[src/rtl/if_fetch_unit.sv]
// rtl/if_fetch_unit.sv - instruction fetch front end: imem req/ack fetcher feeding a prefetch FIFO
// Presents the FIFO head as the IF/ID producer; one fetch outstanding at a time.
module if_fetch_unit #(
  parameter int          DEPTH    = 4,
  parameter logic [31:0] RESET_PC = 32'h0000_0000
) (
  input  logic        clk_i,
  input  logic        rst_i,
  output logic        imem_req_o,
  output logic [31:0] imem_addr_o,
  input  logic        imem_ack_i,
  input  logic [31:0] imem_data_i,
  input  logic        stall_i,
  input  logic        branch_i,
  input  logic [31:0] branch_target_i,
  output logic [31:0] PC_o,
  output logic [31:0] Instruction_o,
  output logic        valid_o
);

  localparam int AW = $clog2(DEPTH);

  typedef enum logic [1:0] {S_IDLE, S_WAIT, S_DROP} state_t;

  state_t        r_state;
  state_t        w_state_nxt;
  logic [31:0]   r_fetch_pc;
  logic [31:0]   r_req_addr;
  logic [31:0]   r_pc_mem  [DEPTH];
  logic [31:0]   r_ins_mem [DEPTH];
  logic [AW-1:0] r_wr_ptr;
  logic [AW-1:0] r_rd_ptr;
  logic [AW:0]   r_count;
  logic          w_full;
  logic          w_empty;
  logic          w_req;
  logic          w_push;
  logic          w_pop;

  assign w_full  = (r_count == (AW+1)'(DEPTH));
  assign w_empty = (r_count == '0);
  assign w_pop   = !w_empty && !stall_i && !branch_i;

  always_ff @(posedge clk_i or negedge rst_i) begin
    if (!rst_i) begin
      r_state <= S_IDLE;
    end else begin
      r_state <= w_state_nxt;
    end
  end

  // rst_i gating keeps the request low while reset is held even though IDLE would otherwise fetch.
  always_comb begin
    w_state_nxt = r_state;
    w_req       = 1'b0;
    w_push      = 1'b0;
    case (r_state)
      S_IDLE: begin
        if (!w_full && !branch_i && rst_i) begin
          w_req       = 1'b1;
          w_state_nxt = S_WAIT;
        end
      end
      S_WAIT: begin
        if (imem_ack_i) begin
          w_push      = !branch_i;
          w_state_nxt = S_IDLE;
        end else if (branch_i) begin
          w_state_nxt = S_DROP;
        end
      end
      S_DROP: begin
        if (imem_ack_i) begin
          w_state_nxt = S_IDLE;
        end
      end
      default: w_state_nxt = S_IDLE;
    endcase
  end

  always_ff @(posedge clk_i or negedge rst_i) begin
    if (!rst_i) begin
      r_fetch_pc <= RESET_PC;
      r_req_addr <= RESET_PC;
    end else begin
      if (branch_i) begin
        r_fetch_pc <= branch_target_i;
      end else if (w_push) begin
        r_fetch_pc <= r_fetch_pc + 32'd4;
      end
      if (w_req) begin
        r_req_addr <= r_fetch_pc;
      end
    end
  end

  // While a fetch is outstanding the address must not follow a redirect.
  assign imem_req_o  = w_req;
  assign imem_addr_o = (r_state == S_IDLE) ? r_fetch_pc : r_req_addr;

  always_ff @(posedge clk_i or negedge rst_i) begin
    if (!rst_i) begin
      r_wr_ptr <= '0;
      r_rd_ptr <= '0;
      r_count  <= '0;
    end else if (branch_i) begin
      r_wr_ptr <= '0;
      r_rd_ptr <= '0;
      r_count  <= '0;
    end else begin
      if (w_push) begin
        r_wr_ptr <= r_wr_ptr + 1'b1;
      end
      if (w_pop) begin
        r_rd_ptr <= r_rd_ptr + 1'b1;
      end
      case ({w_push, w_pop})
        2'b10:   r_count <= r_count + 1'b1;
        2'b01:   r_count <= r_count - 1'b1;
        default: r_count <= r_count;
      endcase
    end
  end

  always_ff @(posedge clk_i) begin
    if (w_push) begin
      r_pc_mem[r_wr_ptr]  <= r_req_addr;
      r_ins_mem[r_wr_ptr] <= imem_data_i;
    end
  end

  assign valid_o       = !w_empty;
  assign PC_o          = w_empty ? 32'h0 : r_pc_mem[r_rd_ptr];
  assign Instruction_o = w_empty ? 32'h0 : r_ins_mem[r_rd_ptr];

endmodule

[config.mk]
export PLATFORM = sky130hd
export DESIGN_NAME = if_fetch_unit
export DESIGN_NICKNAME = d
export VERILOG_FILES = /design/src/rtl/if_fetch_unit.sv
export SDC_FILE = /design/constraint.sdc
export NUM_CORES = 1
export LEC_CHECK = 0
export BUFFER_PORTS_ARGS = -buffer_cell sky130_fd_sc_hd__buf_4
export CAP_MARGIN = 20
export CORE_AREA = 2 2 188 190
export CTS_CLUSTER_DIAMETER = 80
export DETAILED_ROUTE_END_ITERATION = 8
export DIE_AREA = 0 0 190 192
export SLEW_MARGIN = 15
export SYNTH_ARGS = -nofsm -noshare
export SYNTH_HDL_FRONTEND = slang
export SYNTH_SLANG_ARGS = --single-unit
export TNS_END_PERCENT = 1
[constraint.sdc]
create_clock -name clk_i -period 8.44 [get_ports clk_i]
set_input_delay 0.844 -clock clk_i [delete_from_list [all_inputs] [get_ports clk_i]]
set_output_delay 0.844 -clock clk_i [all_outputs]
set_load 0.005 [all_outputs]
== Word-level counts from Yosys, hierarchy flattened ==
Memory sizes are Yosys's and may differ from the RTL's.
Cells that the tools add are included.

* Add/sub/neg operators: 5
* Multipliers: 0
* Divide/modulo/power cells: 0
* Order comparisons: 0
* Equality and inequality tests: 8
* Shifts and indexed selects: 0
* Muxes and demuxes: 22
* Bitwise logic cells: 0
* Reduce and logical (&&, ||, !) cells: 14

{| class="wikitable"
|+ Operators with widths
! operator !! count
|-
| $mux 32 || 5
|-
| $add 32x3->32 const B || 1
|-
| $mux 2 || 8
|-
| $mux 1 || 6
|-
| $pmux 2 s3 || 1
|-
| $pmux 3 s2 || 1
|-
| $add 2x1->2 const B || 2
|-
| $eq 2x1->1 const B || 2
|-
| $eq 2x2->1 const B || 2
|-
| $logic_and 1x1->1 || 4
|-
| $logic_not 1->1 || 4
|-
| $ne 2x2->1 const B || 2
|-
| $reduce_bool 2->1 || 2
|-
| $add 3x1->3 const B || 1
|-
| $eq 3x3->1 const B || 1
|-
| $logic_not 3->1 || 1
|-
| $mux 3 || 1
|-
| $ne 3x3->1 const B || 1
|-
| $reduce_and 3->1 || 1
|-
| $reduce_bool 3->1 || 1
|-
| $sub 3x1->3 const B || 1
|-
| $logic_not 2->1 || 1
|}

* Flip-flop bits (word level): 73
* Latch bits: 0
* RAM bits: 256
* Memory bits (read-only): 0
* Bits of input ports: 69
* Output and inout bits: 98
* Logic and storage cells: 57
* Memories kept: 2

{| class="wikitable"
|+ Memory list
! memory !! words !! width !! read ports !! clocked after Yosys merged registers in !! write ports !! line !! source
|-
| r_ins_mem || 4 || 32 || 1 || 0 || 1 || 30 || <nowiki>logic [31:0] r_ins_mem [DEPTH];</nowiki>
|-
| r_pc_mem || 4 || 32 || 1 || 0 || 1 || 29 || <nowiki>logic [31:0] r_pc_mem [DEPTH];</nowiki>
|}

== Depth between registers and ports, before layout ==
Gate-level depths: netlist (run 1).

* Depth in word-level cells: 7
* Gate-level depth with buffers: 7
* Gate-level depth less buffers: 7

== Least setup slack after synthesis (run 1) ==
OpenSTA, ideal clock, no wires.

* Path kind: input port to flip-flop
* From: input port imem_ack_i
* To: memory r_ins_mem[0][0] (enable)
* Setup time: 0.429 ns
* Data arrival time: 3.085 ns
* Required time: 8.011 ns
* Setup slack: 4.926 ns
* Cell stages on the path: 4
* Buffers on the path: 2
* Path through: and3b_1 clkbuf_1 clkbuf_1 and3_1

* Word-level cells in the longest chain between the ends: 4

{| class="wikitable"
|+ Ends and longest elaborated chain
! element !! line !! source
|-
| from (decl) || 11 || <nowiki>input logic imem_ack_i,</nowiki>
|-
| $mux 1 || 65 || <nowiki>if (imem_ack_i) begin</nowiki>
|-
| $mux 1 || 57 || <nowiki>case (r_state)</nowiki>
|-
| $mux 1 || 126 || <nowiki>if (w_push) begin</nowiki>
|-
| $mux 1 (implied by the code) || 128 || <nowiki>r_ins_mem[r_wr_ptr] <= imem_data_i;</nowiki>
|-
| to (decl) || 30 ||
|}

Every way passes these cells.

== Worst setup path after layout (run 1) ==
* From: input port branch_i
* To: output port imem_req_o

* Word-level cells in the longest chain between the ends: 5

{| class="wikitable"
|+ Ends and longest elaborated chain
! element !! line !! source
|-
| from (decl) || 14 || <nowiki>input logic branch_i,</nowiki>
|-
| $logic_not 1->1 || 59 || <nowiki>if (!w_full && !branch_i && rst_i) begin</nowiki>
|-
| $logic_and 1x1->1 (2 in a row) || 59 ||
|-
| $mux 1 || 59 ||
|-
| $mux 1 || 57 ||
|-
| to (decl) || 9 || <nowiki>output logic imem_req_o,</nowiki>
|}

Every way passes these cells.

==> flow_metrics.tcl, run 1 <==
set metrics [dict create \
    portBuffers 166 \
    start_kind "input port" \
    synthCells 778 \
    cts.sinks 329 \
    coreArea_sq_um 34290 \
    crit_top_cell "buf_4" \
    drc_errors 0 \
    whs_ps 118.4 \
    crit_path_end_kind "primary output" \
    setup_viol 0 \
    cts.path.max_buffers 3 \
    worstRegToRegCells 4 \
    slew_viol_final 0 \
    ys_warn_count 0 \
    grt_max_degree 73 \
    holdBufCountCts 0 \
    avgSynthCellArea_sq_um 17.41 \
    synth_xor_area_share_pct 0.7760 \
    cts_resized 0 \
    cts_root_buf "clkbuf_16" \
    initial_core_util_pct 39.50 \
    drive_gt1_share_pct 37.41 \
    criticalPathCategory "input port to primary output" \
    htreeDepth 2 \
    synth_fa_ha_area_share_pct 0.6097 \
    p_per_area_nw_per_um2 294.9 \
    dieArea_sq_um 36480 \
    grt_overflow_total 0 \
    die_x_microns 190 \
    outcome "finished, final reports clean" \
    final_util_pct 47.98 \
    finalPower_mw 4.851 \
    crit_required_ps 7600 \
    fill_cells 2960 \
    vias 7397 \
    antenna_cells 0 \
    p_leak_nw 5.796 \
    numCtsBuffers 37 \
    gp_congestion 0.7319 \
    crit_family "buffers and inverters" \
    nNetsFinal 1020 \
    critical_path_depth 6 \
    wire_per_inst_microns 20.28 \
    grt_setup_unrepaired "false" \
    syn-num-nets 853 \
    postCtsSetupRepairBufs 0 \
    async_reset_ff_share_pct 22.19 \
    antenna_found_initial 0 \
    cp_cell_sequence "buf_4 > clkinv_1 > nand4_1 > buf_4 > inv_1 > buf_4" \
    yosys-mux-area-fraction_pct 16.36 \
    slowest_stage "nand4_1" \
    grt_pass1_wl_mm 44.15 \
    cp_max_fo 46 \
    arrival_ps 3790 \
    synth_compound_area_share_pct 2.661 \
    tightestPinTransition_ps 1061 \
    wl_mm 28.96 \
    setup_tns_ps 0 \
    die_height_microns 192 \
    slew_headroom_pct 29.26 \
    yosysSeqAreaShare_pct 70.24 \
    worstPathBufferInverterCount 5 \
    ys_ff_latch 329 \
    cts_tree "yes" \
    hp-class "input port to asynchronous set/reset pin" \
    synthFlopType "edfxtp_1" \
    post-place-ws_ps 3719 \
    crit_path_max_incr_delay_ps 1020 \
    post-dp-hpwl_mm 16.76 \
    period_minus_slack_ps 4635 \
    grt_util_all_layers_pct 15.93 \
    num_rows 68 \
    area_delta_synth_final_pct 21.47 \
    pin_count 167 \
    max_cap_violations 0 \
    via_per_inst 5.180 \
    irDropWorstVdd_mv 0.1920 \
    yosysUniqueCellTypes 41 \
    clk_pin_slew_ps 60 \
    fmax_ghz 0.2157 \
    drtIter0Drc 589 \
    ant_nets 0 \
    worst_clock_skew_ps 11.61 \
    synth-simple-area-share_pct 7.797 \
    synth_area_sq_um 13540 \
    synth_edf_count 256 \
    clock_latency_ps 510 \
    synth_top_family_by_area "multiplexers" \
    worst_slack_ps 3805 \
    hold_viol 0 \
    first_pass_iters 4 \
    grt_pass1_vias 7604 \
    fin_crit_sh_pct 54.92 \
]
Yosys cell counts (2+ instances only):
master	count	area share, %
a21oi_1	6	0.22
a31oi_1	14	0.65
and2_1	65	3.0
and3_1	8	0.37
and4_1	4	0.26
buf_1	5	0.14
buf_2	6	0.22
clkbuf_1	33	0.91
dfrtp_1	73	13
edfxtp_1	256	57
ha_1	5	0.46
inv_1	9	0.25
mux2_2	67	5.6
mux2i_1	2	0.15
mux4_2	64	11
nand2_1	30	0.83
nand2b_1	2	0.092
nand3_1	17	0.63
nand4_1	6	0.28
nor2_1	21	0.58
nor2b_1	2	0.092
nor3_1	6	0.22
nor4_1	2	0.092
o21ai_0	19	0.70
o31a_1	3	0.19
o31ai_1	11	0.61
or3_1	5	0.23
or4_1	14	0.78
xnor2_1	6	0.39
xor2_1	6	0.39
area by class of cell:
type                            instances  area [sq um]  area share, %
Tap cell                              455         569.3          3.460
Timing Repair Buffer                  172          1291          7.849
Inverter                               10         37.54         0.2282
Multi-Input combinational cell        395          3847          23.39
Sequential cell                       329          9522          57.88
Clock inverter                         13         91.34         0.5552
Clock buffer                           54          1094          6.647
placed cells by master, fill, tap and decap left out, types with 19 or more instances in the layout:
cell type / Yosys / final
edfxtp_1: 256 / 256
buf_4: 0 / 172
dfrtp_1: 73 / 71
mux2_2: 67 / 67
and2_1: 65 / 65
mux4_2: 64 / 64
clkbuf_16: 0 / 40
nand2_1: 30 / 30
nor2_1: 21 / 20
o21ai_0: 19 / 19
through the flow:
stage	instances	instance area (sq um)
floorplan	778	13540
global placement	1361	15270
detailed placement	1361	15270
CTS	1428	16450
global route	1428	16450
finish	1428	16450
cell families (layout without fill, tap and decap cells):
kind of cell / Yosys count / after routing
xor+xnor: 12 / 12
buf+inv: 54 / 249
mux: 133 / 133
compound gates: 58 / 58
simple gates: 186 / 186
flops: 329 / 329
fa+ha+maj: 6 / 6
where the power goes:
part,total (mW),internal (mW),leakage (nW),switching (mW)
sequential,2.18,1.96,3.16,0.215
clock,1.54,0.930,0.584,0.614
combinational,1.13,0.654,2.05,0.474
flip-flops by register name, indices dropped and copies added (netlist names):
register / flops
r_pc_mem: 128
r_count: 3
r_wr_ptr: 2
r_rd_ptr: 2
r_state: 2
r_fetch_pc: 32
r_req_addr: 32
r_ins_mem: 128
worst paths after layout:
check / start / to / slack (ps)
max: branch_i / imem_req_o / 3800
min: rst_i / r_req_addr[8] / 120
max reg2reg: r_state[0] / r_req_addr[10] / 5240
min reg2reg: r_fetch_pc[0] / r_req_addr[0] / 540
max in group asynchronous: rst_i / r_rd_ptr[0] / 7110
min in group clk_i: imem_data_i[8] / r_ins_mem[1][8] / 540
layer usage:
metal	vias up	GRT usage, %	wire length [microns]
met4	0	5.039	649
met1	3788	22.18	13240
met5	-	0	0
met2	186	25.69	13880
met3	43	2.686	1192
li1	3380	-	-
(Power assumes the default switching activity.)
==> run 2: changes to the inputs <==
--- a/config.mk
+++ b/config.mk
@@ -5,12 +5,13 @@
 export SDC_FILE = /design/constraint.sdc
 export NUM_CORES = 1
 export LEC_CHECK = 0
+export ABC_AREA = 1
 export BUFFER_PORTS_ARGS = -buffer_cell sky130_fd_sc_hd__buf_4
 export CAP_MARGIN = 20
-export CORE_AREA = 2 2 188 190
+export CORE_AREA = 2 2 192 194
 export CTS_CLUSTER_DIAMETER = 80
 export DETAILED_ROUTE_END_ITERATION = 8
-export DIE_AREA = 0 0 190 192
+export DIE_AREA = 0 0 194 196
 export SLEW_MARGIN = 15
 export SYNTH_ARGS = -nofsm -noshare
 export SYNTH_HDL_FRONTEND = slang
==> constraint.sdc (replaced) <==
create_clock -name clk_i -period 3.89 [get_ports clk_i]
set_input_delay 0.389 -clock clk_i [delete_from_list [all_inputs] [get_ports clk_i]]
set_output_delay 0.389 -clock clk_i [all_outputs]
set_load 0.005 [all_outputs]
==> flow_metrics.tcl, run 2 <==
set metrics [dict create \
    outcome "finished, final reports clean" \
    final_cell_mix "nor2_1 (312), edfxtp_1 (256), nand2_1 (210), o21ai_0 (184), buf_4 (175)" \
    worstRegToRegCells 6 \
    crit_path_start "r_rd_ptr[0]" \
    numCtsBuffers 36 \
    coreArea_sq_um 36080 \
    p_leak_nw 6.561 \
    grt_pass1_wl_mm 54.81 \
    gp_congestion 0.9009 \
    pin_count 167 \
    grt_util_all_layers_pct 18.39 \
    grt_overflow_total 0 \
    via_per_inst 5.032 \
    max_cap_violations 0 \
    slew_viol_final 0 \
    criticalPathCategory "flop to primary output" \
    multiInputGateArea_sq_um 4178 \
    cts.sinks 329 \
    synth_edf_count 256 \
    cp_max_fo 98 \
    fill_cells 3397 \
    cts_root_buf "clkbuf_16" \
    r2r_end "r_ins_mem[2][29]" \
    grt_pass1_vias 9703 \
    synthTopCellsByArea "edfxtp_1 (54%), dfrtp_1 (13%), nor2_1 (8.4%)" \
    synthCells 1373 \
    dieArea_sq_um 38020 \
    yosysMostFrequentCell "nor2_1" \
    start_kind "flop" \
    wire_per_inst_microns 17.50 \
    hold_viol 0 \
    reg2reg_slack_ps 1590 \
    irDropWorstVdd_mv 0.3932 \
    synthFlopType "edfxtp_1" \
    wl_mm 35.23 \
    ys_warn_count 0 \
    vias 10130 \
    grt_max_degree 99 \
    slew_headroom_pct 36.87 \
    num_rows 70 \
    clk_pin_slew_ps 60 \
    avgSynthCellArea_sq_um 10.34 \
    async_reset_ff_share_pct 22.19 \
    stdcell_area_sq_um 17070 \
    p_per_area_nw_per_um2 625.6 \
    cp-endpoint "PC_o[17]" \
    crit_required_ps 3500 \
    portBuffers 166 \
    initial_core_util_pct 39.35 \
    grt_setup_unrepaired "false" \
    reg_top3 "r_ins_mem (128), r_pc_mem (128)" \
    arrival_ps 2670 \
    finalPower_mw 10.68 \
    whs_ps 72.97 \
    antenna_cells 0 \
    drc_errors 0 \
    place_area_sq_um 15930 \
    cts_tree "yes" \
    htreeDepth 2 \
    area_delta_synth_final_pct 20.20 \
    layout_commonest_cell "nor2_1" \
    yosys.area.top_type "edfxtp_1" \
    syn-num-nets 1448 \
    tightestPinTransition_ps 945.6 \
    cts.path.max_buffers 3 \
    synth.top_cells.by_count "nor2_1 (316), edfxtp_1 (256), nand2_1 (210), o21ai_0 (184), dfrtp_1 (73)" \
    yosysSeqAreaShare_pct 67.01 \
    dp.cells 1949 \
    ys_ff_latch 329 \
    drtIter0Drc 771 \
    fmax_ghz 0.3273 \
    synth_area_sq_um 14200 \
    nNetsFinal 1595 \
    first_pass_iters 5 \
    die_x_microns 194 \
    drive_gt1_share_pct 18.32 \
    period_minus_slack_ps 3056 \
    setup_viol 0 \
    synth_top_cell_area_share_pct 54.14 \
    crit_path_end_kind "primary output" \
    clock_latency_ps 520 \
    hp-class "input port to flop" \
    antenna_found_initial 0 \
    seqCellArea_sq_um 9519 \
    stdcell_count 2013 \
    die_height_microns 196 \
    fin_crit_sh_pct 78.55 \
    worst_clock_skew_ps 17.65 \
    setup_tns_ps 0 \
    timing.rr.start "r_state[1]" \
    yosysUniqueCellTypes 32 \
    ant_nets 0 \
    post-dp-hpwl_mm 21.52 \
]
run 2: cell count changes after synthesis, moves of 20 or more:
cell     previous run  this run
inv_1               9        49
and2_1             65         0
nor2_1             21       316
o21ai_1             0        20
mux4_2             64         0
buf_2               6        33
mux2_2             67         0
o21ai_0            19       184
a21oi_1             6        72
nand2_1            30       210
nand3_1            17        43
run 2: kinds of logic (layout without fill, tap and decap cells):
logic type,count (synthesis),count (layout),share of synthesized area (%)
XOR/XNOR,6,6,0.3701
adder cells (fa/ha/maj),6,6,0.5816
buffers and inverters,135,307,3.860
flip-flops,329,329,67.01
AND/OR/NAND/NOR,606,606,17.68
AO/OA/AOI/OAI,291,291,10.50
run 2: final cells by class:
cell class	count	area share (%)
clock buffer	46	5.623
clock inverter	17	0.9531
inverter	63	1.393
multi-input combinational	909	24.48
sequential	329	55.78
tap	468	3.431
timing repair buffer	181	8.343
run 2: critical path: stages, from the launching register on:
cell and delay [ps]:
dfrtp_4 650, clkinv_2 450, buf_12 370, o21ai_0 220, a21oi_1 150, buf_4 210
run 2: per-layer routing:
| metal | part of all wire (%) | GRT usage, % | wire [microns] |
|---|---|---|---|
| met5 | 0 | 0 | 0 |
| met4 | 1.8 | 4.517 | 630 |
| met3 | 5.4 | 3.421 | 1918 |
| met2 | 46 | 29.27 | 16190 |
| met1 | 47 | 26.16 | 16490 |
run 2: worst min-delay path by stage:
stage                               start                to  slack (ps)  cells past startpoint
after global placement              rst_i    r_req_addr[22]         420                      1
final                     imem_data_i[10]  r_ins_mem[2][10]          70                      1
after detailed placement            rst_i    r_req_addr[22]         420                      1
after global routing      imem_data_i[10]  r_ins_mem[0][10]          60                      1
after CTS                 imem_data_i[15]  r_ins_mem[0][15]          50                      1
after floorplan                     rst_i        r_count[0]          90                      0
run 2: power breakdown:
part	switching [mW]	internal, mW
logic	1.64	1.15
registers	0.407	4.21
clock network	1.33	1.94
total	3.37	7.31
run 2: timing repair:
item | 4_1_cts | 5_1_grt
hold endpoints to repair | 37 | 0
buffers inserted | 0 | 0
hold buffers | 1 | 0
resized for setup | 0 | 0
run 2: per-stage QoR:
step | worst slack (ps) | util [%]
final | 834.3 | 47.30
after CTS | 833.7 | 47.30
after floorplan | -1.735 | -
after global routing | 637.3 | 47.30
after global placement | 1401 | 44.16
after detailed placement | 1373 | 44.16
==> run 3: changes to the inputs <==
==> constraint.sdc (replaced) <==
create_clock -name clk_i -period 2.73 [get_ports clk_i]
set_input_delay 0.273 -clock clk_i [delete_from_list [all_inputs] [get_ports clk_i]]
set_output_delay 0.273 -clock clk_i [all_outputs]
set_load 0.005 [all_outputs]
==> flow_metrics.tcl, run 3 (same netlist as run 2, synthesis figures left out) <==
set metrics [dict create \
    outcome "finished, final reports clean" \
    slew_headroom_pct 35.13 \
    grt_setup_unrepaired "false" \
    die_x_microns 194 \
    worst_clock_skew_ps 13.05 \
    whs_ps 0.4656 \
    cp_max_fo 59 \
    hp-class "input port to asynchronous set/reset pin" \
    vias 10310 \
    dieArea_sq_um 38020 \
    p_per_area_nw_per_um2 869.4 \
    clock_latency_ps 500 \
    post-place-ws_ps 749.4 \
    gp_congestion 0.9183 \
    r2r_end "r_ins_mem[1][12]" \
    setup_viol 0 \
    timing.rr.start "r_state[1]" \
    start_kind "flop" \
    arrival_ps 2250 \
    drive_gt1_share_pct 18.15 \
    cts_tree "yes" \
    place_area_sq_um 16070 \
    num_rows 70 \
    die_height_microns 196 \
    p_leak_nw 6.794 \
    tightestPinTransition_ps 973.1 \
    wire_per_inst_microns 17.05 \
    antenna_found_initial 0 \
    crit_path_end_kind "primary output" \
    period_minus_slack_ps 2524 \
    critical_path_depth 5 \
    irDropWorstVdd_mv 0.6523 \
    cts_resized 0 \
    crit_required_ps 2460 \
    drtIter0Drc 595 \
    htreeDepth 2 \
    slew_viol_final 0 \
    finalPower_mw 15.33 \
    stdcell_area_sq_um 17630 \
    worstRegToRegCells 6 \
    grt_pass1_wl_mm 54.99 \
    cts_root_buf "clkbuf_16" \
    crit_path_start "r_rd_ptr[0]" \
    cts.sinks 329 \
    slowest_stage "dfrtp_4" \
    fill_cells 3256 \
    reg_top3 "r_ins_mem (128), r_pc_mem (128)" \
    via_per_inst 5.007 \
    wl_mm 35.12 \
    worstPathBufferInverterCount 3 \
    ant_nets 0 \
    grt_overflow_total 0 \
    coreArea_sq_um 36080 \
    cp_cell_sequence "clkinv_2 > buf_12 > o21ai_0 > a21oi_1 > buf_4" \
    post-dp-hpwl_mm 21.59 \
    criticalPathCategory "flop to primary output" \
    cts.path.max_buffers 3 \
    grt_util_all_layers_pct 18.37 \
    numCtsBuffers 36 \
    pin_count 167 \
    nNetsFinal 1644 \
    max_cap_violations 0 \
    first_pass_iters 5 \
    crit_path_max_incr_delay_ps 650 \
    portBuffers 166 \
    final_util_pct 48.85 \
    fin_crit_sh_pct 92.45 \
    grt_pass1_vias 9981 \
    grt_max_degree 74 \
    final_cell_mix "nor2_1 (312), edfxtp_1 (256), nand2_1 (210), o21ai_0 (184), buf_4 (174)" \
    cp-endpoint "PC_o[16]" \
    area_delta_synth_final_pct 24.15 \
    antenna_cells 0 \
    fmax_ghz 0.3962 \
    hold_viol 0 \
    worst_slack_ps 206.1 \
    crit_family "flip-flops" \
    drc_errors 0 \
    clk_pin_slew_ps 60 \
    initial_core_util_pct 39.35 \
    layout_commonest_cell "nor2_1" \
    reg2reg_slack_ps 730 \
]
-- run 3: cell count changes in the layout (fill, tap and decap cells not counted), sizes merged --
cell / previous run / this run
buf: 180 / 186
clkbuf: 46 / 47
clkinv: 12 / 9
clkinvlp: 1 / 3
dlygate4sd3: 1 / 44
inv: 64 / 62
-- run 3: final cells by class --
cell class	instances	area, sq um	share of cell area, %
clock inverter	14	147.6	0.8375
sequential	329	9519	54.00
tap	468	585.6	3.322
multi-input combinational	909	4178	23.70
clock buffer	47	973.4	5.522
inverter	63	237.7	1.349
timing repair buffer	230	1987	11.27
-- run 3: worst register-to-register path, cell delays in order, from the launching register on --
cell and delay [ps]:
dfrtp_1 390, inv_2 70, nand2_2 80, nor2_4 330
nand2_4 220, nor2_4 150, buf_12 370
-- run 3: per-layer routing --
layer / share of wire (%) / GRT usage, %
met3: 5.6 / 2.682
met1: 46 / 25.64
met4: 1.9 / 4.602
met2: 47 / 30.35
met5: 0 / 0
-- run 3: worst min path at each step --
stage | endpoint | from | slack [ps]
finish | r_req_addr[21] | rst_i | 0.5
global route | r_fetch_pc[7] | branch_target_i[7] | 30
CTS | r_fetch_pc[19] | branch_target_i[19] | 3
detailed placement | r_ins_mem[1][9] | imem_data_i[9] | 480
global placement | r_ins_mem[1][15] | imem_data_i[15] | 480
floorplan | r_count[0] | rst_i | -20
-- run 3: power breakdown --
part / internal [mW] / total [mW] / switching [mW] / leakage, nW
Combinational: 1.78 / 4.12 / 2.34 / 3.04
Clock: 2.79 / 4.62 / 1.83 / 0.539
Sequential: 6.00 / 6.59 / 0.584 / 3.22
Total: 10.6 / 15.3 / 4.76 / 6.79
-- run 3: stage by stage --
step	cells	setup TNS, ps
after floorplan	1373	-24010
after global placement	1955	0
after detailed placement	1955	0
after CTS	2060	0
after global routing	2060	0
final	2060	0
-- run 3: repair_timing --
item	in CTS	in global routing
buffers inserted	0	0
hold buffers	44	0
hold endpoints to repair	141	0
